**src/rtl/pcr_valve_sequencer.sv**
```systemverilog
// pcr_valve_sequencer
// Drives the two air-control lines of the PCR mixing chip through a fixed
// per-run sequence (load, dead-time, bypass, settle), repeated n_runs times.
// An air line at 1 is pressurised, which closes its valve.
// Optional feature: define PCR_SEQ_ABORT_EN to add the abort input and the
// sticky aborted output.

module pcr_valve_sequencer #(
  parameter int TIMER_W       = 16,
  parameter int RUNS_W        = 8,
  parameter int LOAD_CYCLES   = 1000,
  parameter int DEAD_CYCLES   = 4,
  parameter int BYPASS_CYCLES = 1000,
  parameter int SETTLE_CYCLES = 200
) (
  input  logic              clk,
  input  logic              rst,
  input  logic              start,
  input  logic [RUNS_W-1:0] n_runs,
`ifdef PCR_SEQ_ABORT_EN
  input  logic              abort,
  output logic              aborted,
`endif
  output logic              air_ctrl0,
  output logic              air_ctrl1,
  output logic              busy,
  output logic              done,
  output logic [RUNS_W-1:0] run_idx
);

  // Timer reload values: each phase counts down from its length minus one.
  localparam logic [TIMER_W-1:0] LOAD_T   = TIMER_W'(LOAD_CYCLES - 1);
  localparam logic [TIMER_W-1:0] DEAD_T   = TIMER_W'(DEAD_CYCLES - 1);
  localparam logic [TIMER_W-1:0] BYPASS_T = TIMER_W'(BYPASS_CYCLES - 1);
  localparam logic [TIMER_W-1:0] SETTLE_T = TIMER_W'(SETTLE_CYCLES - 1);

  typedef enum logic [2:0] {
    IDLE,
    LOAD,
    DEAD,
    BYPASS,
    SETTLE,
    DONE
  } state_t;

  state_t              state, state_n;
  logic [TIMER_W-1:0]  timer, timer_n;
  logic [RUNS_W-1:0]   runs_lat, runs_lat_n;
  logic [RUNS_W-1:0]   run_idx_n;
  logic [RUNS_W:0]     next_idx;
  logic                air_ctrl0_n, air_ctrl1_n, busy_n, done_n;
`ifdef PCR_SEQ_ABORT_EN
  logic                aborted_n;
`endif

  // Next-state, timer, run bookkeeping and the registered output values.
  // Valve outputs are decoded from the next state, so each valve can only be
  // open in its own phase and the two can never be open together.
  // A zero-run request enters DONE with done still low; DONE then raises
  // done on its second cycle, so the pulse lands one cycle after the start.
  always_comb begin
    state_n    = state;
    timer_n    = timer;
    runs_lat_n = runs_lat;
    run_idx_n  = run_idx;
    next_idx   = {1'b0, run_idx} + {{RUNS_W{1'b0}}, 1'b1};
`ifdef PCR_SEQ_ABORT_EN
    aborted_n  = aborted;
`endif

    case (state)
      IDLE: begin
        if (start) begin
          run_idx_n = '0;
`ifdef PCR_SEQ_ABORT_EN
          aborted_n = 1'b0;
`endif
          if (n_runs != '0) begin
            runs_lat_n = n_runs;
            state_n    = LOAD;
            timer_n    = LOAD_T;
          end else begin
            state_n    = DONE;
            timer_n    = '0;
          end
        end
      end
      LOAD: begin
        if (timer == '0) begin
          state_n = DEAD;
          timer_n = DEAD_T;
        end else begin
          timer_n = timer - 1'b1;
        end
      end
      DEAD: begin
        if (timer == '0) begin
          state_n = BYPASS;
          timer_n = BYPASS_T;
        end else begin
          timer_n = timer - 1'b1;
        end
      end
      BYPASS: begin
        if (timer == '0) begin
          state_n = SETTLE;
          timer_n = SETTLE_T;
        end else begin
          timer_n = timer - 1'b1;
        end
      end
      SETTLE: begin
        if (timer == '0) begin
          if (next_idx == {1'b0, runs_lat}) begin
            state_n = DONE;
            timer_n = '0;
          end else begin
            run_idx_n = next_idx[RUNS_W-1:0];
            state_n   = LOAD;
            timer_n   = LOAD_T;
          end
        end else begin
          timer_n = timer - 1'b1;
        end
      end
      DONE: begin
        if (done) begin
          state_n = IDLE;
        end
      end
      default: begin
        state_n = IDLE;
        timer_n = '0;
      end
    endcase

`ifdef PCR_SEQ_ABORT_EN
    if (abort && (state == LOAD || state == DEAD ||
                  state == BYPASS || state == SETTLE)) begin
      state_n   = DONE;
      timer_n   = '0;
      aborted_n = 1'b1;
    end
`endif

    air_ctrl0_n = (state_n != LOAD);
    air_ctrl1_n = (state_n != BYPASS);
    busy_n      = (state_n != IDLE);
    done_n      = (state_n == DONE) && (state != IDLE);
  end

  // State and output registers with synchronous reset to the safe idle state.
  always_ff @(posedge clk) begin
    if (rst) begin
      state     <= IDLE;
      timer     <= '0;
      runs_lat  <= '0;
      run_idx   <= '0;
      air_ctrl0 <= 1'b1;
      air_ctrl1 <= 1'b1;
      busy      <= 1'b0;
      done      <= 1'b0;
`ifdef PCR_SEQ_ABORT_EN
      aborted   <= 1'b0;
`endif
    end else begin
      state     <= state_n;
      timer     <= timer_n;
      runs_lat  <= runs_lat_n;
      run_idx   <= run_idx_n;
      air_ctrl0 <= air_ctrl0_n;
      air_ctrl1 <= air_ctrl1_n;
      busy      <= busy_n;
      done      <= done_n;
`ifdef PCR_SEQ_ABORT_EN
      aborted   <= aborted_n;
`endif
    end
  end

endmodule

```
**config.mk**
```make
export PLATFORM = sky130hd
export DESIGN_NAME = pcr_valve_sequencer
export DESIGN_NICKNAME = d
export VERILOG_FILES = /design/src/rtl/pcr_valve_sequencer.sv
export SDC_FILE = /design/constraint.sdc
export NUM_CORES = 1
export LEC_CHECK = 0
export CELL_PAD_IN_SITES_DETAIL_PLACEMENT = 1
export CELL_PAD_IN_SITES_GLOBAL_PLACEMENT = 1
export CORE_ASPECT_RATIO = 1.75
export CORE_UTILIZATION = 43
export DETAILED_ROUTE_END_ITERATION = 8
export PLACE_DENSITY = 0.8
export SYNTH_ARGS = -nofsm -noshare
export SYNTH_HDL_FRONTEND = slang
export SYNTH_SLANG_ARGS = --single-unit
```
**constraint.sdc**
```tcl
create_clock -name clk -period 2.8 [get_ports clk]
set_input_delay 0.56 -clock clk [delete_from_list [all_inputs] [get_ports clk]]
set_output_delay 0.56 -clock clk [all_outputs]
set_load 0.1 [all_outputs]
```
==> impl_metrics.tcl, run 1 <==
set metrics [dict create \
    synth_most_common_cell "nand2_1" \
    antenna_found_initial 0 \
    synthToLayoutAreaGrowth_pct 16.2 \
    yosysSeqAreaShare 0.309 \
    grt_pass1_vias 2756 \
    dieArea_um2 6190 \
    insertion_delay_ns 0.31 \
    netlist_instances 327 \
    fin_skew_ns 0.00867 \
    cts_buffer_depth 2 \
    met2WireLength_um 4610 \
    muxShareOfSynthArea 0.00842 \
    status "complete, no violations" \
    clk_pin_slew_ns 0.09 \
    crit_path_cell_trace "ha_1 > nand3_2 > o311a_1 > or3b_1 > a2111oi_4 > buf_4 > nand2b_1 > a31oi_1" \
    synth_area_leaders "dfxtp_1 (31%), a21oi_1 (6.1%), nand2_1 (6.1%)" \
    root_buffer "clkbuf_8" \
    ff2ff_path_depth 8 \
    leakagePower_nw 1.06 \
    globalplace.congestion 0.926 \
    synth_edf_count 0 \
    synth.top_cell.area_share 0.309 \
    diodes 0 \
    layout-drive-gt1-share 0.169 \
    crit_family "simple AND/OR/NAND/NOR gates" \
    slew_violations 0 \
    layout.nets 362 \
    coreArea_um2 5630 \
    cts_max_level 2 \
    period_share 0.912 \
    cp_data_required_time_ns 2.98 \
    powerDensity_nw_per_um2 587 \
    drtIter0Drc 98 \
    die_y_um 103 \
    whs_path_depth 1 \
    viasPerCell 6.21 \
    synthArstFlopShare 0 \
    arrival_ns 2.73 \
    worst_pin_slew_ns 0.693 \
    grt_max_degree 22 \
    ys_ff_latch 39 \
    path_buf_inv 1 \
    wire_per_inst_um 18.9 \
    hold_viol 0 \
    rrSetupSlack_ns 0.25 \
    synth_top_area_cell "dfxtp_1" \
    yosys.area_share.simple 0.288 \
    r2r_end "timer[2]" \
    clock.fmax_ghz 0.391 \
    post-dp-hpwl_um 6200 \
    tns_ns 0 \
    startpoint_type "flip-flop" \
    grt_usage 0.281 \
    hold_ws_ns 0.456 \
    met3_length_um 156 \
    ir_drop_v 0.000351 \
    ctsResizeCount 0 \
    yosys_warnings 0 \
    maxSlewHeadroom 0.533 \
    drt_wl_total_um 8030 \
    cpMaxStageDelayCell "or3b_1" \
    overflow 0 \
    synth_area_um2 2520 \
    critPathKind "flip-flop to flip-flop" \
    synth_xor_area_frac 0.0416 \
    drcViolationCount 0 \
    synth_top_family_by_area "simple AND/OR/NAND/NOR gates" \
    dieWidth_um 59.9 \
    utilization 0.521 \
    top_layer_used "met4" \
    end_kind "flip-flop" \
    synth_fa_ha_area_frac 0.0149 \
    holdPathEnd "timer[14]" \
    antenna_left 0 \
    cts_setup_buffers 0 \
    worstPathMaxFanout 14 \
    maxCapViolCount 0 \
    setup_viol 0 \
    hp-start "timer[14]" \
    synth_compound_area_frac 0.286 \
    ys_types 62 \
    io_buffers 22 \
    avgSynthCellArea_um2 7.72 \
    syn_nets 341 \
    final.min_clock_period_ns 2.55 \
    vias 2640 \
    floorplan.rows 36 \
    clock_sinks 39 \
    tritoncts "built" \
    firstDrtPassIters 4 \
    synth_common_cells "nand2_1 (41), dfxtp_1 (39), a21oi_1 (31)" \
    cpPeakStageDelay_ns 0.41 \
    io_pins 23 \
    reg2reg_from "run_idx[0]" \
    grt_pass1_wl_um 12900 \
    initial_core_util 0.448 \
    holdBufCountCts 0 \
    synth_flop_cell "dfxtp_1" \
    rsz0062_at_grt "no" \
    met1_length_um 2930 \
    hold_path_class "flip-flop to flip-flop" \
    cts_made_buffers 5 \
    startpoint "run_idx[0]" \
]
==> flip-flops by register name, summed over array words and instances, names as in the netlist <==
signal,flops
state,3
runs_lat,8
done,1
air_ctrl1,1
air_ctrl0,1
run_idx,8
timer,16
busy,1
==> layer usage <==
metal,track usage,vias up
met1,0.262,1301
met3,0.0323,26
met2,0.562,53
li1,-,1260
met5,0,-
met4,0.154,0
==> where the power goes <==
part           switching, mW  internal, mW
Combinational          0.346         0.213
Sequential            0.0669         0.605
Clock                  0.226         0.266
==> stage by stage <==
step	setup slack [ns]	total power, mW	area (um^2)	cells
floorplan	0.00168	1.06	2530	327
global placement	0.287	1.22	2820	417
detailed placement	0.166	1.24	2820	417
CTS	0.270	1.72	2930	425
global route	0.0866	1.81	2930	425
finish	0.245	1.72	2930	425
==> cell type report <==
cell class	instances	area (um^2)
clock buffers	5	68.8
multi-input cells	259	1610
fillers	742	2700
clock inverters	3	43.8
flip-flops and latches	39	787
inverters	6	22.5
repair buffers	37	303
well taps	76	95.1
==> worst register-to-register path, stage by stage (launching register included) <==
cell	delay (ns)
dfxtp_2	0.40
ha_1	0.23
nand3_2	0.12
o311a_1	0.30
or3b_1	0.41
a2111oi_4	0.28
buf_4	0.26
nand2b_1	0.29
a31oi_1	0.14
==> layout by cell type (no fill, tap or decap), types with 2 or more instances in the layout <==
cell	netlist	final
nand2_1	41	41
dfxtp_1	39	34
a21oi_1	31	31
buf_4	2	27
nor2_1	23	23
o21ai_0	14	14
nand3_1	13	13
a31oi_1	12	12
clkdlybuf4s50_1	0	10
nand2b_1	7	7
nor4_1	7	7
xnor2_1	7	7
o31ai_1	7	7
inv_1	6	6
a31o_2	6	6
nor3b_1	6	6
and2_1	5	5
nor2b_1	5	5
xor2_1	5	5
a311oi_1	5	5
clkbuf_8	0	5
dfxtp_2	0	5
a21o_1	4	4
o22ai_1	4	4
nand4_1	3	3
or3_1	3	3
and3_1	3	3
or2_2	3	3
nor3_1	3	3
ha_1	3	3
nor3b_2	2	2
nand3_2	2	2
a41oi_1	2	2
a21boi_0	2	2
o31a_1	2	2
o21a_1	2	2
a221oi_1	2	2
==> how the worst max path moves through the flow <==
stage / end / slack (ns) / cells after the start
5_1_grt: timer[6] / 0.09 / 8
6_report: timer[2] / 0.25 / 8
4_1_cts: timer[2] / 0.27 / 8
2_1_floorplan: timer[5] / 0.002 / 7
3_3_place_gp: timer[5] / 0.29 / 7
3_5_place_dp: timer[5] / 0.17 / 7
==> logic make-up (layout without fill, tap and decap cells) <==
kind of cell | count (synthesis) | in the layout
buf+inv | 29 | 51
xor+xnor | 12 | 12
mux | 2 | 2
flops | 39 | 39
fa+ha+maj | 3 | 3
compound gates | 106 | 106
simple gates | 136 | 136
Power figures use the tool's default switching activity.
==> run 2: changes to the inputs <==
--- a/config.mk
+++ b/config.mk
@@ -14,3 +14,4 @@
 export SYNTH_ARGS = -nofsm -noshare
 export SYNTH_HDL_FRONTEND = slang
 export SYNTH_SLANG_ARGS = --single-unit
+export TNS_END_PERCENT = 20
==> results of run 2 <==
The final DEF is identical to that of run 1; final timing and power are the same.
==> run 3: changes to the inputs <==
--- a/config.mk
+++ b/config.mk
@@ -10,6 +10,7 @@
 export CORE_ASPECT_RATIO = 1.75
 export CORE_UTILIZATION = 43
 export DETAILED_ROUTE_END_ITERATION = 8
+export GPL_ROUTABILITY_DRIVEN = 0
 export PLACE_DENSITY = 0.8
 export SYNTH_ARGS = -nofsm -noshare
 export SYNTH_HDL_FRONTEND = slang
==> results of run 3 <==
The final DEF is identical to that of run 1; final timing and power are the same.
==> edit 1 (flow settings as in run 1) <==
Put one more register stage on the output `done`, with the module's reset. The value now appears one clock later. The other outputs are not delayed to match. Comments in the files are not updated.
--- a/src/rtl/pcr_valve_sequencer.sv
+++ b/src/rtl/pcr_valve_sequencer.sv
@@ -42,6 +42,8 @@
     SETTLE,
     DONE
   } state_t;
+
+  logic done_s0;
 
   state_t              state, state_n;
   logic [TIMER_W-1:0]  timer, timer_n;
@@ -124,7 +126,7 @@
         end
       end
       DONE: begin
-        if (done) begin
+        if (done_s0) begin
           state_n = IDLE;
         end
       end
@@ -159,7 +161,7 @@
       air_ctrl0 <= 1'b1;
       air_ctrl1 <= 1'b1;
       busy      <= 1'b0;
-      done      <= 1'b0;
+      done_s0   <= 1'b0;
 `ifdef PCR_SEQ_ABORT_EN
       aborted   <= 1'b0;
 `endif
@@ -171,12 +173,20 @@
       air_ctrl0 <= air_ctrl0_n;
       air_ctrl1 <= air_ctrl1_n;
       busy      <= busy_n;
-      done      <= done_n;
+      done_s0   <= done_n;
 `ifdef PCR_SEQ_ABORT_EN
       aborted   <= aborted_n;
 `endif
     end
   end
 
+  always_ff @(posedge clk) begin
+    if (rst) begin
+      done <= '0;
+    end else begin
+      done <= done_s0;
+    end
+  end
+
 endmodule
 
Check against the original RTL: not equivalent (a bounded check fails within 4 cycles, from zero or initial values and one cycle with rst high).
==> edit 1 against run 1 <==
  * Routed wire length shrank 1.1%
  * Core utilization grew 1.3 points
  * Area after synthesis shrank 0.74%
  * Critical endpoint is now air_ctrl1
  * Sequential cell count grew 1
  * Via count shrank 1.5%
  * Critical path type unchanged
  * Cell area grew 1.7%
  * Power shrank 9.4%
  * Setup slack lost 0.034 ns
==> edit 1: results (changes against run 1) <==
=================================================================================
Worst Hold Launch                                                       timer[15]
Routed WL per cell                                                        18.3 µm   -2.9%
RD Place Congestion                                                         0.904   -2.4%
Startpoint of the worst-slack reg-to-reg timing path                     timer[2]
Total Routing Usage GR                                                      27.4%   -0.73 points
Top post-synthesis cells by area                                     sky130_fd_sc_hd__dfxtp_1 32%, sky130_fd_sc_hd__a21oi_1 6.4%, sky130_fd_sc_hd__nor2_1 6.1%
Slack of the worst reg-to-reg path                                        0.21 ns   -0.03 ns
Transition at the pin with the smallest max-transition slack             0.717 ns   +0.0242 ns
CP arrival                                                                2.77 ns   +0.04 ns
Routed via count                                                             2601   -1.5%
Leakage                                                                   1.10 nW   +4.0%
DPL Wire Length                                                           6280 µm   +1.2%
Worst VDD drop                                                         0.000251 V   -28%
Commonest cells in the netlist                                       41 x sky130_fd_sc_hd__nor2_1, 40 x sky130_fd_sc_hd__dfxtp_1, 32 x sky130_fd_sc_hd__a21oi_1
R2r worst-path depth                                                            6   -2
Net count, final                                                              371   +2.5%
Hold worst-path end                                                     timer[15]
Share of layout cells above drive strength 1                                17.1%   +0.18 points
Via count of the first global-routing pass                                   2659   -3.5%
Most frequently used cell type in the post-synthesis netlist         sky130_fd_sc_hd__nor2_1
Destination of the worst register-to-register timing path               air_ctrl1
Fraction of post-synthesis cell area in the top cell type by area           32.0%   +1.0 points
Detailed Route Iter0 Violations                                                96   -2.0%
Setup skew after layout                                                0.00651 ns   -0.00216 ns
Number of optimization iterations in the first detailed-route pass              4   unchanged
Post-synthesis sequential area ratio                                        32.0%   +1.0 points
Result of the run                                                       completed
Number of inserted filler cells in the final layout                           746   +0.54%
Syn Nets                                                                      333   -2.3%
Wire length of the first global-routing pass                             12600 µm   -2.6%
Clock latency reported for the late side of the worst-skew pair           0.29 ns   -0.02 ns
Count of unique library cells instantiated by Yosys                            60   -3.2%
Post-CTS Setup Bufs                                                             0   unchanged
Critical path fanouts, max                                                     10   -4
Placed cell area                                                         2900 µm²   +3.0%
Hold slack final                                                         0.492 ns   +0.0359 ns
=================================================================================
==> edit 1: cell families after synthesis <==
group,Yosys count,synth area share (%)
and+or+nand+nor,131,27.7
AOI/OAI and AO/OA,102,27.5
DFF,40,32.0
buffers and inverters,25,4.74
xor gates and xnor gates,11,3.84
muxes,7,2.80
adders and majority gates,3,1.50
==> edit 1: timing repair <==
action | CTS | global route
endpoints found under the setup margin | 0 | 8
gates resized for setup | 0 | 1
hold buffers | 0 | 0
==> edit 1: stage by stage <==
| stage | util (%) | std cells | power, W | setup WS, ns |
|---|---|---|---|---|
| 2_1_floorplan | - | 319 | 0.00101 | 0.0798 |
| 3_3_place_gp | 52.0 | 426 | 0.00118 | 0.260 |
| 3_5_place_dp | 52.0 | 426 | 0.00120 | 0.156 |
| 4_1_cts | 53.4 | 433 | 0.00157 | 0.134 |
| 5_1_grt | 53.4 | 433 | 0.00164 | 0.0342 |
| 6_report | 53.4 | 433 | 0.00156 | 0.212 |
==> edit 1: area by class of cell <==
type                    instances  area share (%)
inverters                       8            1.01
multi-input cells             254            53.2
clock buffers                   6            2.43
flip-flops and latches         40            27.0
clock inverters                 1           0.168
well taps                      76            3.19
repair buffers                 48            12.9
==> edit 1: critical path, cell delays in order, from the launching register on <==
cell                       delay (ns)
sky130_fd_sc_hd__dfxtp_1         0.36
sky130_fd_sc_hd__or4_4           0.56
sky130_fd_sc_hd__and4bb_1        0.34
sky130_fd_sc_hd__and2_1          0.47
sky130_fd_sc_hd__and3_1          0.29
sky130_fd_sc_hd__o31ai_2         0.11
sky130_fd_sc_hd__or3_1           0.35
==> edit 1: power by group <==
group          internal [W]  switching [W]  total [W]
logic              0.000219       0.000312   0.000530
clock network      0.000170       0.000200   0.000370
registers          0.000615      0.0000450   0.000660
==> edit 1: how the worst max path moves through the flow <==
stage / from / slack, ns / to
2_1_floorplan: run_idx[5] / 0.08 / run_idx[7]
3_3_place_gp: run_idx[0] / 0.26 / timer[9]
3_5_place_dp: run_idx[0] / 0.16 / timer[5]
4_1_cts: run_idx[0] / 0.13 / timer[5]
5_1_grt: run_idx[0] / 0.03 / run_idx[5]
6_report: timer[2] / 0.21 / air_ctrl1
==> edit 1: metal layers <==
layer	GRT usage [%]	routed length, µm
met1	25.7	2880
met2	53.1	4380
met3	3.01	165
met4	18.1	507
met5	0	0
==> edit 2 (settings of run 1) <==
Without the edit above. Set the parameter `TIMER_W` to 24 (it was 16).
--- a/src/rtl/pcr_valve_sequencer.sv
+++ b/src/rtl/pcr_valve_sequencer.sv
@@ -6,7 +6,7 @@
 // sticky aborted output.
 
 module pcr_valve_sequencer #(
-  parameter int TIMER_W       = 16,
+  parameter int TIMER_W       = 24,
   parameter int RUNS_W        = 8,
   parameter int LOAD_CYCLES   = 1000,
   parameter int DEAD_CYCLES   = 4,
Check against the original RTL: no difference found for any inputs over 10 cycles, from zero or initial values and one cycle with rst high; that may be too few to reach the edited logic, so the function may still have changed.
==> edit 2 against run 1 <==
  * Critical path depth is 1 higher
  * Clock skew fell by 0.0018 ns
  * Sequential cell count is 8 higher
  * Area after synthesis is 11% higher
  * Global-route usage shrank 2.3 points
  * Routed wire length is 2.2% higher
  * Power rose by 11%
  * Sequential share of layout area increased by 2.3 points
  * Setup slack worse by 0.14 ns
  * Cell area is 11% higher
==> edit 2: results (changes against run 1) <==
================================================================================
Layout Cells excl Fill                                                       450   +5.9%
Post-synth EDFFs                                                               0   unchanged
Hold-critical path depth                                                       2   +1
Mean Syn Cell Area                                                      8.12 µm²   +5.2%
Instance count after placement with tap cells included                       440   +5.5%
Setup skew after layout                                               0.00686 ns   -0.00181 ns
Final-layout clock-cell area share                                         3.61%   -0.23 points
Buffers outside the clock class                                               38   +2.7%
Post-synthesis sequential area ratio                                       33.7%   +2.8 points
Largest registers                                                   timer x24, run_idx x8, runs_lat x8
Commonest cells in the netlist                                      47 x sky130_fd_sc_hd__dfxtp_1, 41 x sky130_fd_sc_hd__nor2_1, 31 x sky130_fd_sc_hd__nand2_1
Net count, final                                                             382   +5.5%
Top post-synthesis cells by area                                    sky130_fd_sc_hd__dfxtp_1 34%, sky130_fd_sc_hd__nor2_1 5.5%, sky130_fd_sc_hd__nand2_1 4.2%
Fin crit period                                                          2.69 ns   +0.137 ns
Inverters                                                                      7   +1
Compound-cell area share of the yosys netlist                              19.3%   -9.3 points
Wire length of the first global-routing pass                            13500 µm   +4.4%
Via count of the first global-routing pass                                  2758   +0.073%
DPL Wire Length                                                          6160 µm   -0.65%
Slack of the worst reg-to-reg path                                       0.11 ns   -0.14 ns
Leakage                                                                  1.22 nW   +16%
Routed via count                                                            2684   +1.7%
Share of cell area taken by muxes after synthesis                          2.87%   +2.0 points
Layout clock buffer count                                                      6   +1
R2r worst-path depth                                                           9   +1
Routed WL per cell                                                       18.2 µm   -3.4%
Final Core Density                                                         52.3%   +0.22 points
Slew Limit Headroom                                                        48.3%   -5.0 points
Count of unique library cells instantiated by Yosys                           66   +6.5%
Detailed Route Iter0 Violations                                               67   -32%
Stage delay of the slowest cell on the critical path                     0.59 ns   +0.18 ns
#FFs+latches synth                                                            47   +21%
Share of layout cells above drive strength 1                               16.2%   -0.69 points
Worst slack after detailed placement                                   0.0218 ns   -0.144 ns
Critical path fanouts, max                                                    10   -4
Placeable core region                                                   6230 µm²   +11%
Fraction of post-synthesis cell area in the top cell type by area          33.7%   +2.8 points
Number of combinational gates with multiple inputs                           270   +4.2%
Slowest-stage cell, CP                                              sky130_fd_sc_hd__or4_4
Synthesized-area fraction occupied by adder cells                         0.896%   -0.59 points
Result of the run                                                      completed
Layout non-clock buf frac                                                  9.91%   -0.42 points
Total Routing Usage GR                                                     25.8%   -2.3 points
Placed cell area                                                        3110 µm²   +10%
Syn Nets                                                                     357   +4.7%
Worst VDD drop                                                        0.000332 V   -5.3%
Hold slack final                                                        0.521 ns   +0.0653 ns
================================================================================
==> edit 2: routing by layer <==
layer	GRT usage (%)	routed length (µm)
met1	24.5	3080
met2	51.8	4660
met3	3.03	154
met4	15.0	318
met5	0	0
==> edit 2: power by group <==
group	switching (W)	total [W]	internal, W
Combinational	0.000339	0.000575	0.000236
Clock	0.000246	0.000536	0.000289
Sequential	0.0000742	0.000795	0.000721
==> edit 2: repair_timing <==
item | in CTS | in global routing
gates resized for setup | 0 | 2
gates cloned | 0 | 0
pin swaps | 1 | 1
setup endpoints to repair | 1 | 14
setup buffers | 0 | 2
endpoints found under the hold margin | 0 | 0
==> edit 2: cell families after synthesis <==
| group | Yosys count |
|---|---|
| AO/OA/AOI/OAI | 79 |
| XOR/XNOR | 21 |
| adder cells (fa/ha/maj) | 2 |
| buffers and inverters | 27 |
| flip-flops | 47 |
| multiplexers | 8 |
| AND/OR/NAND/NOR | 160 |
